### src/rtl/sdram_req_bridge.sv
// sdram_req_bridge: detects new accesses on NCH asynchronous-style client
// buses, arbitrates them round-robin onto a single toggle-handshake SDRAM port
// and returns read data per channel. Optional ack timeout with a sticky flag.
module sdram_req_bridge #(
   parameter int NCH       = 2,
   parameter int AW        = 16,
   parameter int DW        = 8,
   parameter int TO_CYCLES = 0
) (
   input  logic              clk_sys,
   input  logic              reset,
   input  logic [NCH-1:0]    ch_cs,
   input  logic [NCH-1:0]    ch_oe,
   input  logic [NCH-1:0]    ch_we,
   input  logic [NCH*AW-1:0] ch_a,
   input  logic [NCH*DW-1:0] ch_d,
   output logic [NCH*DW-1:0] ch_q,
   output logic [NCH-1:0]    ch_busy,
   output logic              sd_req,
   input  logic              sd_ack,
   output logic [AW-1:0]     sd_a,
   output logic              sd_we,
   output logic [1:0]        sd_ds,
   output logic [15:0]       sd_d,
   input  logic [15:0]       sd_q,
   output logic              sd_timeout
);

   localparam int GW = (NCH > 1) ? $clog2(NCH) : 1;
   localparam int TW = (TO_CYCLES > 0) ? $clog2(TO_CYCLES + 1) : 1;
   localparam logic [TW-1:0] TO_LIMIT = TW'(TO_CYCLES);
   localparam logic [GW-1:0] LAST_INIT = GW'(NCH - 1);

   typedef enum logic [1:0] {
      ST_IDLE  = 2'd0,
      ST_ISSUE = 2'd1,
      ST_WAIT  = 2'd2
   } state_t;

   // Round-robin search: first set bit of req starting at last+1 (mod NCH).
   // Returns {found, index}.
   function automatic logic [GW:0] rr_pick(input logic [NCH-1:0] req,
                                           input logic [GW-1:0]  last);
      logic [GW:0] res;
      int          idx;
      res = {1'b0, {GW{1'b0}}};
      // Walk from farthest to nearest so the nearest candidate is kept last.
      for (int k = NCH; k >= 1; k--) begin
         idx = (int'(last) + k) % NCH;
         if (req[idx]) begin
            res = {1'b1, GW'(idx)};
         end else begin
            res = res;
         end
      end
      return res;
   endfunction

   // Byte-lane select for an 8-bit client: writes hit one lane, reads take both.
   function automatic logic [1:0] lane_sel(input logic we, input logic a0);
      logic [1:0] ds;
      if (DW == 8 && we) begin
         ds = a0 ? 2'b10 : 2'b01;
      end else begin
         ds = 2'b11;
      end
      return ds;
   endfunction

   // Per-channel access-detect history and captured request slots.
   logic [NCH-1:0] rd_old_r;
   logic [NCH-1:0] wr_old_r;
   logic [AW-1:0]  a_old_r   [NCH];
   logic [AW-1:0]  slot_a_r  [NCH];
   logic           slot_we_r [NCH];
   logic [DW-1:0]  slot_d_r  [NCH];
   logic [NCH-1:0] pending_r;

   // Arbiter state.
   state_t         state_r;
   logic [GW-1:0]  grant_r;
   logic [GW-1:0]  last_grant_r;
   logic [TW-1:0]  to_cnt_r;

   logic [NCH-1:0] rd_s;
   logic [NCH-1:0] wr_s;
   logic [NCH-1:0] trig_s;
   logic [GW:0]    pick_s;
   logic           ack_match_s;
   logic [1:0]     issue_ds_s;
   logic [15:0]    issue_d_s;
   logic [DW-1:0]  rd_data_s;

   // New-access detection: rising read/write strobe, or address change during a read.
   always_comb begin
      rd_s   = {NCH{1'b0}};
      wr_s   = {NCH{1'b0}};
      trig_s = {NCH{1'b0}};
      for (int i = 0; i < NCH; i++) begin
         rd_s[i]   = ch_cs[i] & ch_oe[i];
         wr_s[i]   = ch_cs[i] & ch_we[i];
         trig_s[i] = (rd_s[i] & ~rd_old_r[i]) |
                     (wr_s[i] & ~wr_old_r[i]) |
                     (rd_s[i] & (ch_a[i*AW +: AW] != a_old_r[i]));
      end
   end

   // Arbitration pick, handshake match and lane/data formatting of the granted slot.
   always_comb begin
      pick_s      = rr_pick(pending_r, last_grant_r);
      ack_match_s = (sd_ack == sd_req);
      issue_ds_s  = lane_sel(slot_we_r[grant_r], slot_a_r[grant_r][0]);
   end

   generate
      if (DW == 8) begin : g_byte
         assign issue_d_s = {slot_d_r[grant_r], slot_d_r[grant_r]};
         assign rd_data_s = sd_a[0] ? sd_q[15:8] : sd_q[7:0];
      end else begin : g_word
         assign issue_d_s = slot_d_r[grant_r];
         assign rd_data_s = sd_q;
      end
   endgenerate

   // Busy while queued, or while this channel owns the in-progress transfer.
   always_comb begin
      ch_busy = {NCH{1'b0}};
      for (int i = 0; i < NCH; i++) begin
         ch_busy[i] = pending_r[i] | ((state_r != ST_IDLE) && (grant_r == GW'(i)));
      end
   end

   // Strobe history, slot capture and pending flags; a fresh trigger beats the issue clear.
   always_ff @(posedge clk_sys or posedge reset) begin
      if (reset) begin
         rd_old_r  <= {NCH{1'b0}};
         wr_old_r  <= {NCH{1'b0}};
         pending_r <= {NCH{1'b0}};
         for (int i = 0; i < NCH; i++) begin
            a_old_r[i]   <= {AW{1'b0}};
            slot_a_r[i]  <= {AW{1'b0}};
            slot_we_r[i] <= 1'b0;
            slot_d_r[i]  <= {DW{1'b0}};
         end
      end else begin
         rd_old_r <= rd_s;
         wr_old_r <= wr_s;
         for (int i = 0; i < NCH; i++) begin
            a_old_r[i] <= ch_a[i*AW +: AW];
            if (trig_s[i]) begin
               pending_r[i] <= 1'b1;
               slot_a_r[i]  <= ch_a[i*AW +: AW];
               slot_we_r[i] <= ch_we[i];
               slot_d_r[i]  <= ch_d[i*DW +: DW];
            end else if (state_r == ST_ISSUE && grant_r == GW'(i)) begin
               pending_r[i] <= 1'b0;
            end
         end
      end
   end

   // Arbiter FSM: grant, issue on the SDRAM port, then wait for ack or timeout.
   always_ff @(posedge clk_sys or posedge reset) begin
      if (reset) begin
         state_r      <= ST_IDLE;
         grant_r      <= {GW{1'b0}};
         last_grant_r <= LAST_INIT;
         to_cnt_r     <= {TW{1'b0}};
         sd_req       <= 1'b0;
         sd_a         <= {AW{1'b0}};
         sd_we        <= 1'b0;
         sd_ds        <= 2'b00;
         sd_d         <= 16'h0000;
         ch_q         <= {(NCH*DW){1'b0}};
         sd_timeout   <= 1'b0;
      end else begin
         case (state_r)
            ST_IDLE: begin
               // A desynchronised handshake (ack != req) blocks new issues.
               if (pick_s[GW] && ack_match_s) begin
                  grant_r <= pick_s[GW-1:0];
                  state_r <= ST_ISSUE;
               end else begin
                  state_r <= ST_IDLE;
               end
            end
            ST_ISSUE: begin
               sd_a         <= slot_a_r[grant_r];
               sd_we        <= slot_we_r[grant_r];
               sd_ds        <= issue_ds_s;
               sd_d         <= issue_d_s;
               sd_req       <= ~sd_req;
               last_grant_r <= grant_r;
               to_cnt_r     <= {TW{1'b0}};
               state_r      <= ST_WAIT;
            end
            ST_WAIT: begin
               if (ack_match_s) begin
                  if (!sd_we) begin
                     ch_q[int'(grant_r)*DW +: DW] <= rd_data_s;
                  end
                  state_r <= ST_IDLE;
               end else if (TO_CYCLES > 0 && to_cnt_r == TO_LIMIT) begin
                  sd_timeout <= 1'b1;
                  state_r    <= ST_IDLE;
               end else begin
                  to_cnt_r <= to_cnt_r + TW'(1);
                  state_r  <= ST_WAIT;
               end
            end
            default: begin
               state_r <= ST_IDLE;
            end
         endcase
      end
   end

endmodule
### config.mk
export PLATFORM = sky130hd
export DESIGN_NAME = sdram_req_bridge
export DESIGN_NICKNAME = d
export VERILOG_FILES = /design/src/rtl/sdram_req_bridge.sv
export SDC_FILE = /design/constraint.sdc
export NUM_CORES = 1
export LEC_CHECK = 0
export CAP_MARGIN = 20
export CORE_MARGIN = 4
export CORE_UTILIZATION = 40
export CTS_CLUSTER_SIZE = 10
export DETAILED_ROUTE_END_ITERATION = 12
export PLACE_DENSITY = 0.72
export SLEW_MARGIN = 10
export SYNTH_ARGS = -nofsm -noshare
export SYNTH_HDL_FRONTEND = slang
export SYNTH_SLANG_ARGS = --single-unit
### constraint.sdc
create_clock -name clk_sys -period 12.7 [get_ports clk_sys]
set_clock_uncertainty 0.05 [all_clocks]
set_input_delay 2.54 -clock clk_sys [delete_from_list [all_inputs] [get_ports clk_sys]]
set_output_delay 2.54 -clock clk_sys [all_outputs]
set_load 0.05 [all_outputs]
# Word-level counts from Yosys, hierarchy flattened
# Cells that the tools add are included.
# classes
div_mod_pow	0
n_lt_le_gt_ge	3
reduce_logical	11
multipliers	0
eq_ne	5
n_addsub	3
shift	2
mux	28
bitwise	26
# ops
operator	count
16-bit 2-to-1 mux	3
4-bit negation with 33-bit output	1
8-bit by 33-bit variable shift with 16-bit output (first input constant)	1
8-bit by 33-bit variable part select with 16-bit output	1
8-bit 2-to-1 mux	4
16-bit inequality test	2
16-bit bitwise mux	1
1-bit 2-to-1 mux	14
1-bit bitwise AND	10
2-bit 2-to-1 mux	5
1-bit inverter	7
2-bit by 3-bit < comparator with 1-bit output (second input constant)	2
1-bit bitwise OR	6
2-bit case mux with 3 select lines	1
2-bit nonzero test	3
1-bit logical AND	5
3-bit AND reduction	1
1-bit adder (second input constant)	2
1-bit bitwise AND (first input constant)	2
2-bit by 1-bit == test with 1-bit output (second input constant)	1
2-bit == test (second input constant)	1
2-bit >= comparator (second input constant)	1
2-bit logical NOT	1
1-bit inverter with 2-bit output	1
other kinds (2)	2
# totals
wordCells	99
output_inout_bits	55
mem_bits_rw	0
n_memories	0
register_bits	144
rom_bits	0
latchBits	0

# Longest topological paths before layout
# depth
depth_word	10
depth_mapped	6
ltp_nobuf	5

# Least setup slack after synthesis
# OpenSTA, ideal clock, no wires.
# synth_timing
path_kind	reg-to-output
from	register grant_r
to	output ch_busy[0]
slack_ns	8.579
t_required_ns	10.110
stages_incl_launch_ff	4
arrival_ns	1.531
cell_sequence	dfrtp_1 > buf_2 > buf_2 > o21bai_1
# synth_via
elab_chain_cells	3
# synth_rtl
item	line	rtl
from (decl)	81	logic [GW-1:0] grant_r;
from (signal assigned)	166	grant_r <= {GW{1'b0}};
from (signal assigned)	181	grant_r <= pick_s[GW-1:0];
1-bit inverter	129	ch_busy[i] = pending_r[i] | ((state_r != ST_IDLE) && (grant_r == GW'(i)));
1-bit logical AND	129	
1-bit bitwise OR	129	
to (decl)	18	output logic [NCH-1:0] ch_busy,
# Every way passes these cells.

# Worst setup path in the final report
# layout_timing
from	register grant_r
to	output ch_busy[1]
# layout_via
elab_chain_cells	2
# layout_rtl
item	line
1-bit logical AND	129
1-bit bitwise OR	129
# Every way passes these cells.

==> metrics.log <==
[metrics] timing-limited maximum frequency: 193 MHz
[metrics] leading cell types by count after synthesis: 135 x sky130_fd_sc_hd__dfrtp_1, 39 x sky130_fd_sc_hd__o21ai_0, 38 x sky130_fd_sc_hd__mux2_4, 38 x sky130_fd_sc_hd__nand2_1, 33 x sky130_fd_sc_hd__mux2i_1
[metrics] Crit path max-delay family: buffers and inverters
[metrics] leading post-synthesis cells by cell area: sky130_fd_sc_hd__dfrtp_1 60%, sky130_fd_sc_hd__mux2_4 10%, sky130_fd_sc_hd__mux2i_1 5.9%, sky130_fd_sc_hd__xnor2_1 4.2%, sky130_fd_sc_hd__o21ai_0 3.5%
[metrics] Syn. warnings: 1
[metrics] average wire per cell in the routed design: about 17 um
[metrics] routed vias: roughly 3.5k
[metrics] Post-Synthesis Cell Area: between 5000 and 6000 sq um
[metrics] Layout area overhead: 34.3%
[metrics] launch point of the worst hold path: last_grant_r
[metrics] share of flip-flops with an asynchronous set or reset after synthesis: 1.00
[metrics] CTS sink cnt: 136
[metrics] hold path endpoint: last_grant_r
[metrics] final number of max-transition violations: 0
[metrics] final design area excluding fillers: approximately 7600 sq um
[metrics] max-cap viol count: 0
[metrics] critical path startpoint category: register
[metrics] DRC violation count after routing: 0
[metrics] cell row count: between 40 and 50
[metrics] Total Neg Setup Slack: 0 ns
[metrics] number of register bits inferred by synthesis: 136
[metrics] slowest stage cell, crit path: sky130_fd_sc_hd__dfrtp_2
[metrics] number of levels the H-tree was split into: 4
[metrics] most common flop cell mapped by yosys: sky130_fd_sc_hd__dfrtp_1
[metrics] placed inst area: 6990 sq um
[metrics] count of non-filler cells in the finished layout: 724
[metrics] clock-pin slew on the worst setup and hold paths: about 0.050 ns
[metrics] average vias per placed instance: 4.79
[metrics] wirelength, routed: 12,300 um
[metrics] number of primary I/O pins: 128
[metrics] clock buffers created by TritonCTS: 17
[metrics] initial antenna violation count: 0
[metrics] Die Area: 16,000 sq um
[metrics] wire length of the first global-routing pass: around 20,000 um
[metrics] nature of the critical path endpoint: output pin
[metrics] largest net degree at the start of global routing: 72
[metrics] diode insertion count for antenna repair: 0
[metrics] delay contributed by the slowest stage of the critical path: 0.94 ns
[metrics] buffer type at the clock tree root: sky130_fd_sc_hd__clkbuf_16
[metrics] distinct cell type count of the synthesized netlist: 33
[metrics] Critical Path, Cell by Cell: inv_1, o21bai_1, clkdlybuf4s50_1
[metrics] placeable core region: approximately 14,000 sq um
[metrics] slew at the pin closest to its max-slew limit: roughly 0.9 ns
[metrics] R2R depth: 4
[metrics] Worst VDD drop: ~0.00013 V
[metrics] combined global-route utilization of all metal layers: 0.162
[metrics] PwrDens: about 240 nW/um^2
[metrics] number of global-route vias before repair: 3,864
[metrics] required time at the worst-slack endpoint: about 10 ns
[metrics] most numerous cell in the Yosys netlist: sky130_fd_sc_hd__dfrtp_1
[metrics] portion of synthesized cell area occupied by the leading cell type: 0.600
[metrics] Post-CTS Setup Inserts: 0
[metrics] Worst R2R Setup Slack: 10.30 ns
[metrics] leakage: about 3.3 nW
[metrics] Tmin final: 5.18 ns
[metrics] effective utilization at floorplan: 0.407
[metrics] source-to-sink clock delay at the later pin of the worst-skew pair: 0.41 ns
[metrics] number of search-and-repair iterations in the first detailed-routing pass: 4
[metrics] DIE HEIGHT: 127 um
[metrics] share of the core filled with cells: 0.546
[metrics] Antenna Nets Post-Route: 0
[metrics] clock tree from TritonCTS: built
[metrics] Final Hold Violating Endpoints: 0
[metrics] gate count after technology mapping: 410
[metrics] global-route congestion overflow total: 0
[metrics] Critical Path AT: around 2.6 ns
[metrics] sequential-to-total area share from yosys stat: 0.605
[metrics] category of the most critical setup path: register to output pin
[metrics] Net Count, Synth: 483
[metrics] number of buffers on the longest clock path: 2
[metrics] run status: completed
[metrics] Detailed Route Iter0 Violations: between 200 and 300
[metrics] Buf/Inv on CP: 2
[metrics] Hold-fix buffers, CTS: 0
[metrics] count of final setup violators: 0
[metrics] Pwr Total: 1.81 mW
[metrics] Post-CTS Resized: 0
[metrics] # nets final: about 610
[metrics] headroom to the max-slew limit: 0.409
[metrics] average cell area after synthesis: about 14 sq um
[metrics] final period utilization: 0.408
[metrics] setup repair after global routing missed its margin: false
[metrics] fraction of final layout cells with drive strength greater than 1: 0.173
[metrics] RD Place Congestion: 0.745
[metrics] Worst R2R End: ch_q[14]
[metrics] worst-path maximum fanout: 29
[metrics] count of flip-flops with a built-in enable after synthesis: 0
[metrics] Post-DP HPWL: 8560 um
[metrics] Cell Count Post-Placement: 694
[metrics] startpoint of the worst-slack reg-to-reg timing path: grant_r
[metrics] number of port buffers: 126
[metrics] Min-Delay Path Class: register to register
[metrics] cell taking the most area after synthesis: sky130_fd_sc_hd__dfrtp_1
[metrics] number of cells on the worst hold path: 2
[metrics] Die Width: 127 um
worst min-delay path, delay by kind of cell, from the launching register on:
kind / cells / cell delay [ns]
and+or+nand+nor: 2 / 0.10
DFF: 1 / 0.36
cells in the final DEF, fill, tap and decap left out, types with 4 or more instances in the layout:
master	instances
sky130_fd_sc_hd__dfrtp_1	134
sky130_fd_sc_hd__clkdlybuf4s50_1	126
sky130_fd_sc_hd__o21ai_0	39
sky130_fd_sc_hd__nand2_1	38
sky130_fd_sc_hd__mux2_4	38
sky130_fd_sc_hd__mux2i_1	33
sky130_fd_sc_hd__xnor2_1	27
sky130_fd_sc_hd__clkbuf_16	17
sky130_fd_sc_hd__nor2_1	13
sky130_fd_sc_hd__mux2_2	12
sky130_fd_sc_hd__a21oi_1	8
sky130_fd_sc_hd__xor2_1	7
sky130_fd_sc_hd__nand4_1	6
sky130_fd_sc_hd__clkbuf_8	5
sky130_fd_sc_hd__clkbuf_1	4
sky130_fd_sc_hd__buf_4	4
how the worst max path moves through the flow:
stage,end,cells past startpoint,slack [ns],startpoint
3_3_place_gp,slot_a_r[12],6,7.76,ch_a[20]
6_report,ch_busy[1],3,7.52,grant_r
2_1_floorplan,a_old_r[0],1,6.47,reset
4_1_cts,ch_busy[1],3,7.47,grant_r
5_1_grt,ch_busy[1],3,7.39,grant_r
3_5_place_dp,slot_a_r[12],6,7.68,ch_a[20]
final cells by class:
type	instances	area (sq um)
clock buffers	26	509
clock inverters	3	40.0
fillers	1133	6270
inverters	3	16.3
multi-input cells	245	2050
flip-flops and latches	136	3410
well taps	180	225
repair buffers	131	1310
layer usage:
layer | track usage | vias up | share of wire
li1 | - | 1635 | -
met1 | 0.204 | 1713 | 0.44
met2 | 0.264 | 98 | 0.49
met3 | 0.0509 | 20 | 0.052
met4 | 0.0568 | 0 | 0.015
met5 | 0 | - | 0
sequential cells by signal, summed over array words and instances (netlist names), 2 cells and up:
signal     flops
a_old_r       32
ch_q          16
pending_r      2
rd_old_r       2
sd_a          16
sd_d           8
sd_ds          2
slot_a_r      32
slot_d_r      16
slot_we_r      2
state_r        2
wr_old_r       2
stage by stage:
| stage | hold WS [ns] | worst slack, ns |
|---|---|---|
| detailed placement | 0.405 | 7.68 |
| global placement | 0.399 | 7.76 |
| global route | 0.435 | 7.39 |
| floorplan | 0.389 | 6.47 |
| finish | 0.411 | 7.52 |
| CTS | 0.414 | 7.47 |
power breakdown:
part           switching, mW  leakage, nW  internal [mW]
registers             0.0935         1.61          0.541
logic                  0.444         1.39          0.272
clock network          0.169        0.272          0.291
cells by family (layout without fill, tap and decap cells):
| family | Yosys count | in the layout | synth area share |
|---|---|---|---|
| compound gates | 52 | 52 | 0.0556 |
| xor+xnor | 34 | 34 | 0.0529 |
| buf+inv | 29 | 163 | 0.0314 |
| flops | 136 | 136 | 0.605 |
| mux | 83 | 83 | 0.184 |
| other cells | 1 | 1 | 0.000666 |
| simple gates | 75 | 75 | 0.0703 |
Power figures use the tool's default switching activity.
